**config.mk**
```make
export PLATFORM = sky130hd
export DESIGN_NAME = pipe_stage_skid
export DESIGN_NICKNAME = d
export VERILOG_FILES = /design/src/rtl/pipe_pkg.sv /design/src/rtl/sat_counter.sv /design/src/rtl/pipe_stage_skid.sv
export SDC_FILE = /design/constraint.sdc
export NUM_CORES = 1
export LEC_CHECK = 0
export BUFFER_PORTS_ARGS = -buffer_cell sky130_fd_sc_hd__buf_2
export CAP_MARGIN = 20
export CORE_UTILIZATION = 55
export CTS_BUF_LIST = sky130_fd_sc_hd__clkbuf_8
export DETAILED_ROUTE_END_ITERATION = 8
export GPL_TIMING_DRIVEN = 0
export PLACE_DENSITY = 0.82
export SYNTH_ARGS = -nofsm -noshare
export SYNTH_HDL_FRONTEND = slang
export SYNTH_HIERARCHICAL = 1
export SYNTH_SLANG_ARGS = --single-unit
```
**constraint.sdc**
```tcl
create_clock -name clk_i -period 10.55 [get_ports clk_i]
set_input_delay 0.5275 -clock clk_i [delete_from_list [all_inputs] [get_ports clk_i]]
set_output_delay 0.5275 -clock clk_i [all_outputs]
set_load 0.02 [all_outputs]
```
**src/rtl/pipe_pkg.sv**
```systemverilog
// Shared definitions for pipeline stage registers: default widths, the NOP
// bubble value and the stage occupancy encoding.
package pipe_pkg;

  localparam int unsigned INST_WIDTH     = 32;
  localparam int unsigned SYS_ADDR_SPACE = 32;

  // addi x0,x0,0
  localparam logic [31:0] NOP_INSTR_DEF = 32'h0000_0013;

  typedef enum logic [1:0] {
    ST_EMPTY = 2'd0,
    ST_FULL  = 2'd1,
    ST_SKID  = 2'd2
  } stage_state_e;

endpackage

```
**src/rtl/sat_counter.sv**
```systemverilog
// Event counter that sticks at all-ones instead of wrapping.
module sat_counter #(
  parameter int unsigned W = 16
) (
  input  logic         clk_i,
  input  logic         rst_i,
  input  logic         inc_i,
  output logic [W-1:0] cnt_o
);

  logic [W-1:0] cnt_q, cnt_d;

  always_comb begin
    cnt_d = cnt_q;
    if (inc_i && (cnt_q != {W{1'b1}})) begin
      cnt_d = cnt_q + W'(1);
    end
  end

  always_ff @(posedge clk_i) begin
    if (rst_i) begin
      cnt_q <= '0;
    end else begin
      cnt_q <= cnt_d;
    end
  end

  assign cnt_o = cnt_q;

endmodule

```
**src/rtl/pipe_stage_skid.sv**
```systemverilog
// Valid/ready pipeline stage register with optional two-entry skid buffer,
// synchronous flush that injects a NOP bubble, and stall/flush event counters.
module pipe_stage_skid
  import pipe_pkg::*;
#(
  parameter int unsigned       DATA_W    = INST_WIDTH,
  parameter int unsigned       ADDR_W    = SYS_ADDR_SPACE,
  parameter logic [DATA_W-1:0] NOP_INSTR = DATA_W'(NOP_INSTR_DEF),
  parameter bit                SKID      = 1'b1,
  parameter int unsigned       CNT_W     = 16
) (
  input  logic              clk_i,
  input  logic              rst_i,
  input  logic              in_valid_i,
  output logic              in_ready_o,
  input  logic [DATA_W-1:0] instr_i,
  input  logic [ADDR_W-1:0] pc_i,
  input  logic              flush_i,
  output logic              out_valid_o,
  input  logic              out_ready_i,
  output logic [DATA_W-1:0] instr_o,
  output logic [ADDR_W-1:0] pc_o,
  output logic [CNT_W-1:0]  stall_cnt_o,
  output logic [CNT_W-1:0]  flush_cnt_o
);

  stage_state_e      state_q, state_d;
  logic [DATA_W-1:0] instr_q, instr_d;
  logic [ADDR_W-1:0] pc_q, pc_d;
  logic [DATA_W-1:0] skid_instr;
  logic [ADDR_W-1:0] skid_pc;
  logic              skid_load;
  logic              in_ready;
  logic              out_valid;
  logic              in_xfer;
  logic              out_xfer;

  assign out_valid = (state_q != ST_EMPTY);
  assign in_xfer   = in_valid_i & in_ready;
  assign out_xfer  = out_valid & out_ready_i;

  // Stage 0: occupancy FSM and main register load selection
  always_comb begin
    state_d   = state_q;
    instr_d   = instr_q;
    pc_d      = pc_q;
    skid_load = 1'b0;
    unique case (state_q)
      ST_EMPTY: begin
        if (in_xfer) begin
          state_d = ST_FULL;
          instr_d = instr_i;
          pc_d    = pc_i;
        end
      end
      ST_FULL: begin
        if (in_xfer && out_xfer) begin
          instr_d = instr_i;
          pc_d    = pc_i;
        end else if (in_xfer && SKID) begin
          state_d   = ST_SKID;
          skid_load = 1'b1;
        end else if (out_xfer) begin
          state_d = ST_EMPTY;
        end
      end
      ST_SKID: begin
        if (out_xfer) begin
          state_d = ST_FULL;
          instr_d = skid_instr;
          pc_d    = skid_pc;
        end
      end
      default: state_d = ST_EMPTY;
    endcase
    // Flush beats every transfer; PC keeps its last value for debug visibility.
    if (flush_i) begin
      state_d   = ST_EMPTY;
      pc_d      = pc_q;
      skid_load = 1'b0;
    end
    if (state_d == ST_EMPTY) begin
      instr_d = NOP_INSTR;
    end
  end

  // Stage 1: main output register
  always_ff @(posedge clk_i) begin
    if (rst_i) begin
      state_q <= ST_EMPTY;
      instr_q <= NOP_INSTR;
      pc_q    <= '0;
    end else begin
      state_q <= state_d;
      instr_q <= instr_d;
      pc_q    <= pc_d;
    end
  end

  generate
    if (SKID) begin : g_skid
      logic              in_ready_q, in_ready_d;
      logic [DATA_W-1:0] skid_instr_q, skid_instr_d;
      logic [ADDR_W-1:0] skid_pc_q, skid_pc_d;

      // Registered ready: only the skid-occupied state refuses input.
      always_comb begin
        in_ready_d   = (state_d != ST_SKID);
        skid_instr_d = skid_instr_q;
        skid_pc_d    = skid_pc_q;
        if (skid_load) begin
          skid_instr_d = instr_i;
          skid_pc_d    = pc_i;
        end
      end

      always_ff @(posedge clk_i) begin
        if (rst_i) begin
          in_ready_q <= 1'b1;
        end else begin
          in_ready_q <= in_ready_d;
        end
      end

      always_ff @(posedge clk_i) begin
        skid_instr_q <= skid_instr_d;
        skid_pc_q    <= skid_pc_d;
      end

      assign in_ready   = in_ready_q;
      assign skid_instr = skid_instr_q;
      assign skid_pc    = skid_pc_q;
    end else begin : g_noskid
      assign in_ready   = !out_valid | out_ready_i;
      assign skid_instr = '0;
      assign skid_pc    = '0;
    end
  endgenerate

  sat_counter #(.W(CNT_W)) u_stall_cnt (
    .clk_i (clk_i),
    .rst_i (rst_i),
    .inc_i (out_valid & ~out_ready_i),
    .cnt_o (stall_cnt_o)
  );

  sat_counter #(.W(CNT_W)) u_flush_cnt (
    .clk_i (clk_i),
    .rst_i (rst_i),
    .inc_i (flush_i),
    .cnt_o (flush_cnt_o)
  );

  assign in_ready_o  = in_ready;
  assign out_valid_o = out_valid;
  assign instr_o     = instr_q;
  assign pc_o        = pc_q;

endmodule

```
## Word level (Yosys, flattened, before mapping)

Cells that the tools add are included.

- Register bits after elaboration: 163
- Word-level logic and storage cells: 52

- Add/sub/neg operators: 2
- Eq/ne operators: 8
- Mux-type cells: 19
- Bitwise gates (word level): 5
- Reduce and logical (&&, ||, !) cells: 10

Operators by type and width:

| kind | count |
|---|---|
| $mux W32 | 6 |
| $pmux W32 S3 | 2 |
| $add A16 B1 Y16 const B | 2 |
| $ne A16 B16 Y1 const B | 2 |
| $mux W2 | 6 |
| $ne A2 B2 Y1 const B | 4 |
| $pmux W2 S3 | 1 |
| $reduce_and A5 Y1 | 1 |
| $logic_not A2 Y1 | 2 |
| $mux W1 | 4 |
| $reduce_and A4 Y1 | 1 |
| $and A1 B1 Y1 | 3 |
| $logic_and A1 B1 Y1 | 3 |
| $reduce_bool A3 Y1 | 1 |
| $eq A2 B1 Y1 const B | 1 |
| $eq A2 B2 Y1 const B | 1 |
| $not A1 Y1 | 2 |
| $reduce_bool A2 Y1 | 1 |
| $reduce_or A2 Y1 | 1 |

## Depth between registers and ports, before layout

Gate-level depths: netlist of the first run.

- Depth in word-level cells: 9
- Mapped depth: 7
- Gate-level depth less buffers: 6

## Cells and area by module

The synthesis of the first run kept the hierarchy.

Modules (own cells, without submodules):

| module | times used | cells an instance | area each (um^2) | seq. area each (um^2) |
|---|---|---|---|---|
| pipe_stage_skid | 1 | 373 | 5132.4 | 3263.1 |
| sat_counter | 2 | 99 | 848.3 | 320.3 |

## Worst setup path before layout of the first run

No wires, ideal clock.

- Path kind: input to register
- Start point: input in_valid_i
- End point: register g_skid.skid_instr_q[0], enable pin
- Library setup time: 0.651 ns
- Arrival time: 6.824 ns
- Slack: 3.075 ns
- Stages: 2
- Path buffers: 0
- Cell sequence: nand2_1 -> nor4_1

- Word-level cells in the longest chain between the ends: 5
- Elaborated cells on any way between the ends: 6
- Those cells by class: 4 x mux; 1 x bitwise; 1 x reduce/logical

RTL lines:

| item | line | RTL |
|---|---|---|
| start, declared | pipe_stage_skid.sv:14 | `input logic in_valid_i,` |
| $and A1 B1 Y1 * | pipe_stage_skid.sv:39 | `assign in_xfer = in_valid_i & in_ready;` |
| $mux W1 or $logic_and A1 B1 Y1 (tied branches) | pipe_stage_skid.sv:60, pipe_stage_skid.sv:57 |  |
| $mux W1 * | pipe_stage_skid.sv:57 | `if (in_xfer && out_xfer) begin` |
| $mux W1 * | pipe_stage_skid.sv:48 | `unique case (state_q)` |
| $mux W1 * | pipe_stage_skid.sv:77 | `if (flush_i) begin` |
| named net skid_load | pipe_stage_skid.sv:32 | `logic skid_load;` |
| end signal, assigned | pipe_stage_skid.sv:126 | `skid_instr_q <= skid_instr_d;` |
| end, declared | pipe_stage_skid.sv:103 | `logic [DATA_W-1:0] skid_instr_q, skid_instr_d;` |

The timed path passes the listed nets; every way through them passes the cells marked *.
A chain may end at the register's enable or synchronous reset.

## Final worst setup path of the first run

- Start point: register g_skid.in_ready_q, in the netlist in_ready_o
- End point: register g_skid.skid_pc_q[22], enable pin

- Word-level cells in the longest chain between the ends: 5
- Elaborated cells on any way between the ends: 6
- Those cells by class: 4 x mux; 1 x bitwise; 1 x reduce/logical

RTL lines:

| item | line | RTL |
|---|---|---|
| start, declared | pipe_stage_skid.sv:102 | `logic in_ready_q, in_ready_d;` |
| start signal, assigned | pipe_stage_skid.sv:121 | `in_ready_q <= in_ready_d;` |
| $and A1 B1 Y1 * | pipe_stage_skid.sv:39 |  |
| $mux W1 or $logic_and A1 B1 Y1 (tied branches) | pipe_stage_skid.sv:60, pipe_stage_skid.sv:57 |  |
| $mux W1 * | pipe_stage_skid.sv:57 |  |
| $mux W1 * | pipe_stage_skid.sv:48 |  |
| $mux W1 * | pipe_stage_skid.sv:77 |  |
| named net skid_load | pipe_stage_skid.sv:32 |  |
| end signal, assigned | pipe_stage_skid.sv:127 | `skid_pc_q <= skid_pc_d;` |
| end, declared | pipe_stage_skid.sv:104 | `logic [ADDR_W-1:0] skid_pc_q, skid_pc_d;` |

Marked as above.

==> impl_metrics.yaml, run 1 <==
place:
  gp_congestion: 0.909
  dp_hpwl_mm: 11.4
  io_buffers: 165
  placed_cell_area_um2: 7940
  dp_cells: 912
detailed_routing:
  vias: 5239
  drt_wl_total_mm: 15.4
  drtIter0Drc: 307
  vias_per_cell: 5.55
  postRouteAntennaNets: 0
  wire_per_inst_um: 16.3
  drc: 0
  dr.pass1.iters: 4
logic_synthesis:
  synth_cell_types: 45
  synth_area_um2: 6830
  synth_compound_area_frac: 0.154
  synth_top_flop_cell: "dfxtp_1"
  synth_top_cell_area_share: 0.290
  synthAdderAreaFrac: 0.00366
  synth.area.top_cells: "dfxtp_1 (29%), edfxtp_1 (28%), mux2i_1 (9.4%), a211oi_2 (5.1%), o211a_1 (4.3%)"
  synthArstFlopShare: 0
  synth_commonest_cells: "dfxtp_1 (99), edfxtp_1 (64), mux2i_1 (64)"
  syn_avg_cell_area_um2: 12.0
  syn_inst: 571
  ys_warn_count: 6
  yosysTopAreaCell: "dfxtp_1"
  synth_most_common_cell: "dfxtp_1"
  synth_nets: 642
  synth_top_family_by_area: "compound AO/OA/AOI/OAI gates"
  synth_xor_area_frac: 0.00513
  ys_seq_area_frac: 0.572
  synth-seq-cells: 163
  yosys.area_share.simple: 0.138
  synth_edf_count: 64
  synth_mux_area_frac: 0.0971
clock_network:
  htree_levels: 4
  cts.sinks: 163
  clkTransAtPathRegs_ns: 0.08
  cts-buffers-inserted: 17
  cts_tree: "built"
  clk_path_buf_depth: 2
  cts_setup_buffers: 0
  holdBufCountCts: 0
  cts-root-buf: "clkbuf_8"
  insertion_delay_ns: 0.46
  cts_resized: 0
finish:
  n_fill_cell: 902
  drive_above_1_share: 0.331
  nNetsFinal: 834
  n_antenna_cell: 0
  final_cells: 944
  fin_area_um2: 8290
  syn_to_final_growth_pct: 21.5
sta:
  tightest_slew_ns: 0.883
  setup_viol: 0
  drv_slew: 0
  fmax_mhz: 441
  post-route-period-util: 0.215
  rsz0062_at_grt: "no"
  setup_tns_ns: 0
  slew_headroom: 0.406
  finClkSkew_ns: 0.0112
  min_period_ns: 2.27
  finalHoldViolCount: 0
global_route:
  grt_start_max_net_pins: 17
  grt_pass1_wl_mm: 25.1
  grt_pass1_vias: 5192
  gr-total-overflow: 0
  grt_antenna_before_repair: 0
  track_usage: 0.250
pwr:
  peakVddDrop_uv: 91.6
  pwr-share-clk: 0.342
  comb_power_share: 0.094
  p_int_mw: 0.905
  switchingPower_mw: 0.294
  p_seq_frac: 0.564
  swShare: 0.245
  p_leak_nw: 3.42
  powerDensity_nw_per_um2: 145
  p_total_mw: 1.20
critical_path:
  path_buf_inv: 3
  cp_common_cell: "buf_4"
  crit_arrival_ns: 2.43
  max_stage_delay_ns: 0.79
  path_cells: "nand2_1, nor4_2, buf_4, buf_4, buf_4"
  startpoint_type: "flip-flop"
  critPathKind: "flip-flop to flip-flop"
  cp-end-kind: "flip-flop"
  slowest_stage: "nor4_2"
  critical_path.top_delay_family: "simple AND/OR/NAND/NOR gates"
  worstPathRequired_ns: 10.71
  cp_max_fo: 8
hold_path:
  min_path_type: "primary input to flip-flop"
floorplan:
  die_w_um: 113
  dieArea_um2: 12900
  io_pins: 167
  initial_utilization: 0.566
  die_h_um: 113
  core_um2: 12100
  rows: 40
run:
  drv_cap: 0
outcome:
  status: "completed"
[metal layers]
layer | track usage | vias to the layer above | routed length (um)
li1 | - | 2545 | -
met1 | 0.301 | 2507 | 6630
met2 | 0.424 | 164 | 7530
met3 | 0.0712 | 23 | 952
met4 | 0.100 | 0 | 287
met5 | 0 | - | 0
[cells by family after synthesis]
group,Yosys count
AND/OR/NAND/NOR,174
flip-flops,163
AO/OA/AOI/OAI,120
multiplexers,66
buffers and inverters,42
XOR/XNOR,4
adder cells (fa/ha/maj),2
[final timing paths]
path | startpoint | end | slack, ns | cells after the start
hold / removal | pc_i[1] | g_skid.skid_pc_q[1]$_DFFE_PP_ | 0.26 | 1
setup / recovery | in_ready_o$_SDFF_PP1_ | g_skid.skid_pc_q[22]$_DFFE_PP_ | 8.28 | 5
setup reg to reg | in_ready_o$_SDFF_PP1_ | g_skid.skid_pc_q[22]$_DFFE_PP_ | 8.28 | 5
hold reg to reg | instr_o[30]$_SDFFE_PP0P_ | instr_o[30]$_SDFFE_PP0P_ | 0.50 | 1
[metrics by stage]
step | hold WS [ns] | worst slack (ns) | util
detailed placement | 0.483 | 7.96 | 0.658
global route | 0.233 | 8.14 | 0.688
CTS | 0.226 | 8.23 | 0.688
floorplan | 0.516 | 3.07 | -
global placement | 0.477 | -0.129 | 0.652
finish | 0.255 | 8.28 | 0.688
[power groups by stage]
stage | sequential (mW) | clock [mW] | combinational (mW)
finish | 0.677 | 0.410 | 0.113
global route | 0.678 | 0.445 | 0.123
CTS | 0.677 | 0.418 | 0.114
detailed placement | 0.691 | 0 | 0.113
global placement | 0.691 | 0 | 0.108
floorplan | 0.707 | 0 | 0.0524
[area by class of cell]
class                           instances  area (um^2)  area share
Inverter                                7         26.3     0.00317
Multi-Input combinational cell        366         2730       0.329
Buffer                                 35          179      0.0216
Timing Repair Buffer                  173          890       0.107
Sequential cell                       163         3900       0.471
Clock buffer                           19          262      0.0315
Tap cell                              168          210      0.0253
Clock inverter                         13         97.6      0.0118
[placed cells by master, fill, tap and decap left out, types with 3 or more instances in the layout]
master	n
a211oi_1	4
a211oi_2	28
a21oi_1	23
and4_1	6
buf_1	4
buf_2	176
buf_4	10
buf_6	4
clkbuf_1	14
clkbuf_8	19
clkinvlp_4	4
dfxtp_1	99
edfxtp_1	64
inv_1	11
mux2i_1	64
nand2_1	43
nand3_1	12
nand3b_1	3
nand4_1	6
nor2_1	48
nor2b_1	7
nor3_1	8
nor4_1	4
o211a_1	29
o21a_1	3
o21ai_0	11
o22ai_1	4
o31ai_1	12
or3_1	6
or4_1	15
xnor2_1	4
[flip-flops by register name, summed over array words and instances (netlist names)]
| name | cells |
|---|---|
| pc_o | 32 |
| in_ready_o | 1 |
| state_q | 2 |
| g_skid.skid_pc_q | 32 |
| g_skid.skid_instr_q | 32 |
| u_flush_cnt/cnt_o | 16 |
| u_stall_cnt/cnt_o | 16 |
| instr_o | 32 |
Note: power is estimated with default switching activity, not from simulation.
==> inputs of run 2 (changes only) <==
clock period = 2.1 ns   (was 10.55 ns; I/O delays follow)
==> run 2 against run 1 <==
Routed wire length up 13%. Clock-buffer cell count fell by 1. Critical path depth rose by 2. Combinational power rose to 6.0 times the previous value. Die area is the same. Flip-flop and latch count is the same. Cell count increased by 6.8%. Global-route usage grew 2.2 points. First-iteration DRC count increased by 9.8%. Clock power grew to 5.1 times the previous value. Final area increased by 8.4%. Clock skew up 0.0093 ns. Critical path type unchanged. Highest routed layer unchanged.
==> impl_metrics.yaml, run 2 (synthesis gave the netlist of run 1 again) <==
global_route:
  grt_start_max_net_pins: 17
  track_usage: 0.272
  grt_antenna_before_repair: 0
  grt_pass1_wl_mm: 27.5
  grt_pass1_vias: 5580
  gr-total-overflow: 0
pwr:
  p_seq_frac: 0.551
  comb_power_share: 0.111
  powerDensity_nw_per_um2: 686
  switchingPower_mw: 1.56
  pwr-share-clk: 0.338
  p_total_mw: 6.17
  swShare: 0.252
  peakVddDrop_uv: 534
  p_leak_nw: 3.71
  p_int_mw: 4.61
detailed_routing:
  vias: 5733
  wire_per_inst_um: 17.2
  postRouteAntennaNets: 0
  dr.pass1.iters: 5
  drc: 0
  drt_wl_total_mm: 17.3
  vias_per_cell: 5.69
  drtIter0Drc: 337
clock_network:
  insertion_delay_ns: 0.45
  clkTransAtPathRegs_ns: 0.08
  cts_tree: "built"
  cts-root-buf: "clkbuf_8"
  cts.sinks: 163
  cts-buffers-inserted: 17
  htree_levels: 4
  clk_path_buf_depth: 2
sta:
  finalHoldViolCount: 0
  whs_ns: 0.0325
  setup_ws_ns: 0.195
  min_period_ns: 1.91
  tightest_slew_ns: 0.717
  finClkSkew_ns: 0.0205
  slew_headroom: 0.516
  rsz0062_at_grt: "no"
  drv_slew: 0
  setup_viol: 0
  setup_tns_ns: 0
  post-route-period-util: 0.907
  fmax_mhz: 525
hold_path:
  hold_end: "u_flush_cnt/cnt_o[8]$_SDFFE_PP0P_"
  min_path_cells: 2
  min_path_type: "primary input to flip-flop"
  worstHoldStart: "rst_i"
critical_path:
  ff2ff_path_depth: 7
  cp-end-kind: "flip-flop"
  reg2reg_slack_ns: 0.19
  crit_arrival_ns: 2.24
  timing.rr.start: "state_q[1]$_SDFF_PP0_"
  worstPathRequired_ns: 2.44
  reg2reg_to: "instr_o[24]$_SDFFE_PP0P_"
  critPathKind: "flip-flop to flip-flop"
  startpoint_type: "flip-flop"
  cp_max_fo: 10
floorplan:
  core_um2: 12100
  initial_utilization: 0.566
  die_h_um: 113
  die_w_um: 113
  rows: 40
  dieArea_um2: 12900
  io_pins: 167
finish:
  layout_common_cells: "buf_2 (176), dfxtp_1 (98), dlygate4sd3_1 (65)"
  drive_above_1_share: 0.313
  n_fill_cell: 790
  multiInputGateArea_um2: 2750
  utilization: 0.746
  mostFrequentLayoutCell: "buf_2"
  nNetsFinal: 898
  seqCellArea_um2: 3910
  syn_to_final_growth_pct: 31.7
  n_antenna_cell: 0
run:
  drv_cap: 0
place:
  post-place-ws_ns: -0.0247
  dp_hpwl_mm: 11.2
  io_buffers: 165
  gp_congestion: 0.924
outcome:
  status: "completed"
-- run 2: how the worst max path moves through the flow --
stage / from / end / cells past startpoint
after floorplan: in_ready_o$_SDFF_PP1_ / g_skid.skid_instr_q[0]$_DFFE_PP_ / 2
after global placement: state_q[1]$_SDFF_PP0_ / g_skid.skid_instr_q[21]$_DFFE_PP_ / 2
after detailed placement: state_q[1]$_SDFF_PP0_ / g_skid.skid_instr_q[21]$_DFFE_PP_ / 5
after CTS: state_q[1]$_SDFF_PP0_ / u_stall_cnt/cnt_o[13]$_SDFFE_PP0P_ / 7
after global routing: state_q[1]$_SDFF_PP0_ / instr_o[14]$_SDFFE_PP0P_ / 6
final: state_q[1]$_SDFF_PP0_ / instr_o[24]$_SDFFE_PP0P_ / 7
-- run 2: final cells by class --
type                            count  share of cell area
Multi-Input combinational cell    366               0.306
Inverter                            7             0.00292
Sequential cell                   163               0.434
Tap cell                          168              0.0234
Buffer                             35              0.0203
Clock buffer                       18              0.0275
Timing Repair Buffer              237               0.173
Clock inverter                     14              0.0124
-- run 2: critical path, cell delays in order (launching register included) --
cell and delay (ns):
dfxtp_1 0.31, buf_2 0.21, nor2b_1 0.16, buf_2 0.26
buf_2 0.36, mux2i_1 0.29, nand2_1 0.11, o211a_1 0.12
-- run 2: routing by layer --
metal / up-vias / track usage / wire length, um
met4: 0 / 0.118 / 484
met2: 255 / 0.477 / 8670
li1: 2672 / - / -
met1: 2762 / 0.330 / 7170
met3: 44 / 0.0494 / 1000
met5: - / 0 / 0
-- run 2: per-stage QoR --
step	cell area [um^2]	cells
3_5_place_dp	7960	909
4_1_cts	8990	1008
3_3_place_gp	7890	904
6_report	8990	1008
5_1_grt	8990	1008
2_1_floorplan	6860	571
-- run 2: power groups by stage --
stage	Sequential (mW)	Combinational [mW]	Clock (mW)
6_report	3.40	0.683	2.09
3_5_place_dp	3.47	0.571	0
4_1_cts	3.40	0.668	2.12
3_3_place_gp	3.47	0.543	0
5_1_grt	3.41	0.731	2.26
2_1_floorplan	3.55	0.265	0
-- run 2: what timing repair did --
action                                  4_1_cts  5_1_grt
endpoints found under the hold margin        74        0
pin swaps                                     1        0
hold buffers                                 65        0
buffers inserted                              2        0
endpoints found under the setup margin       18        7
gates resized for setup                       1        6
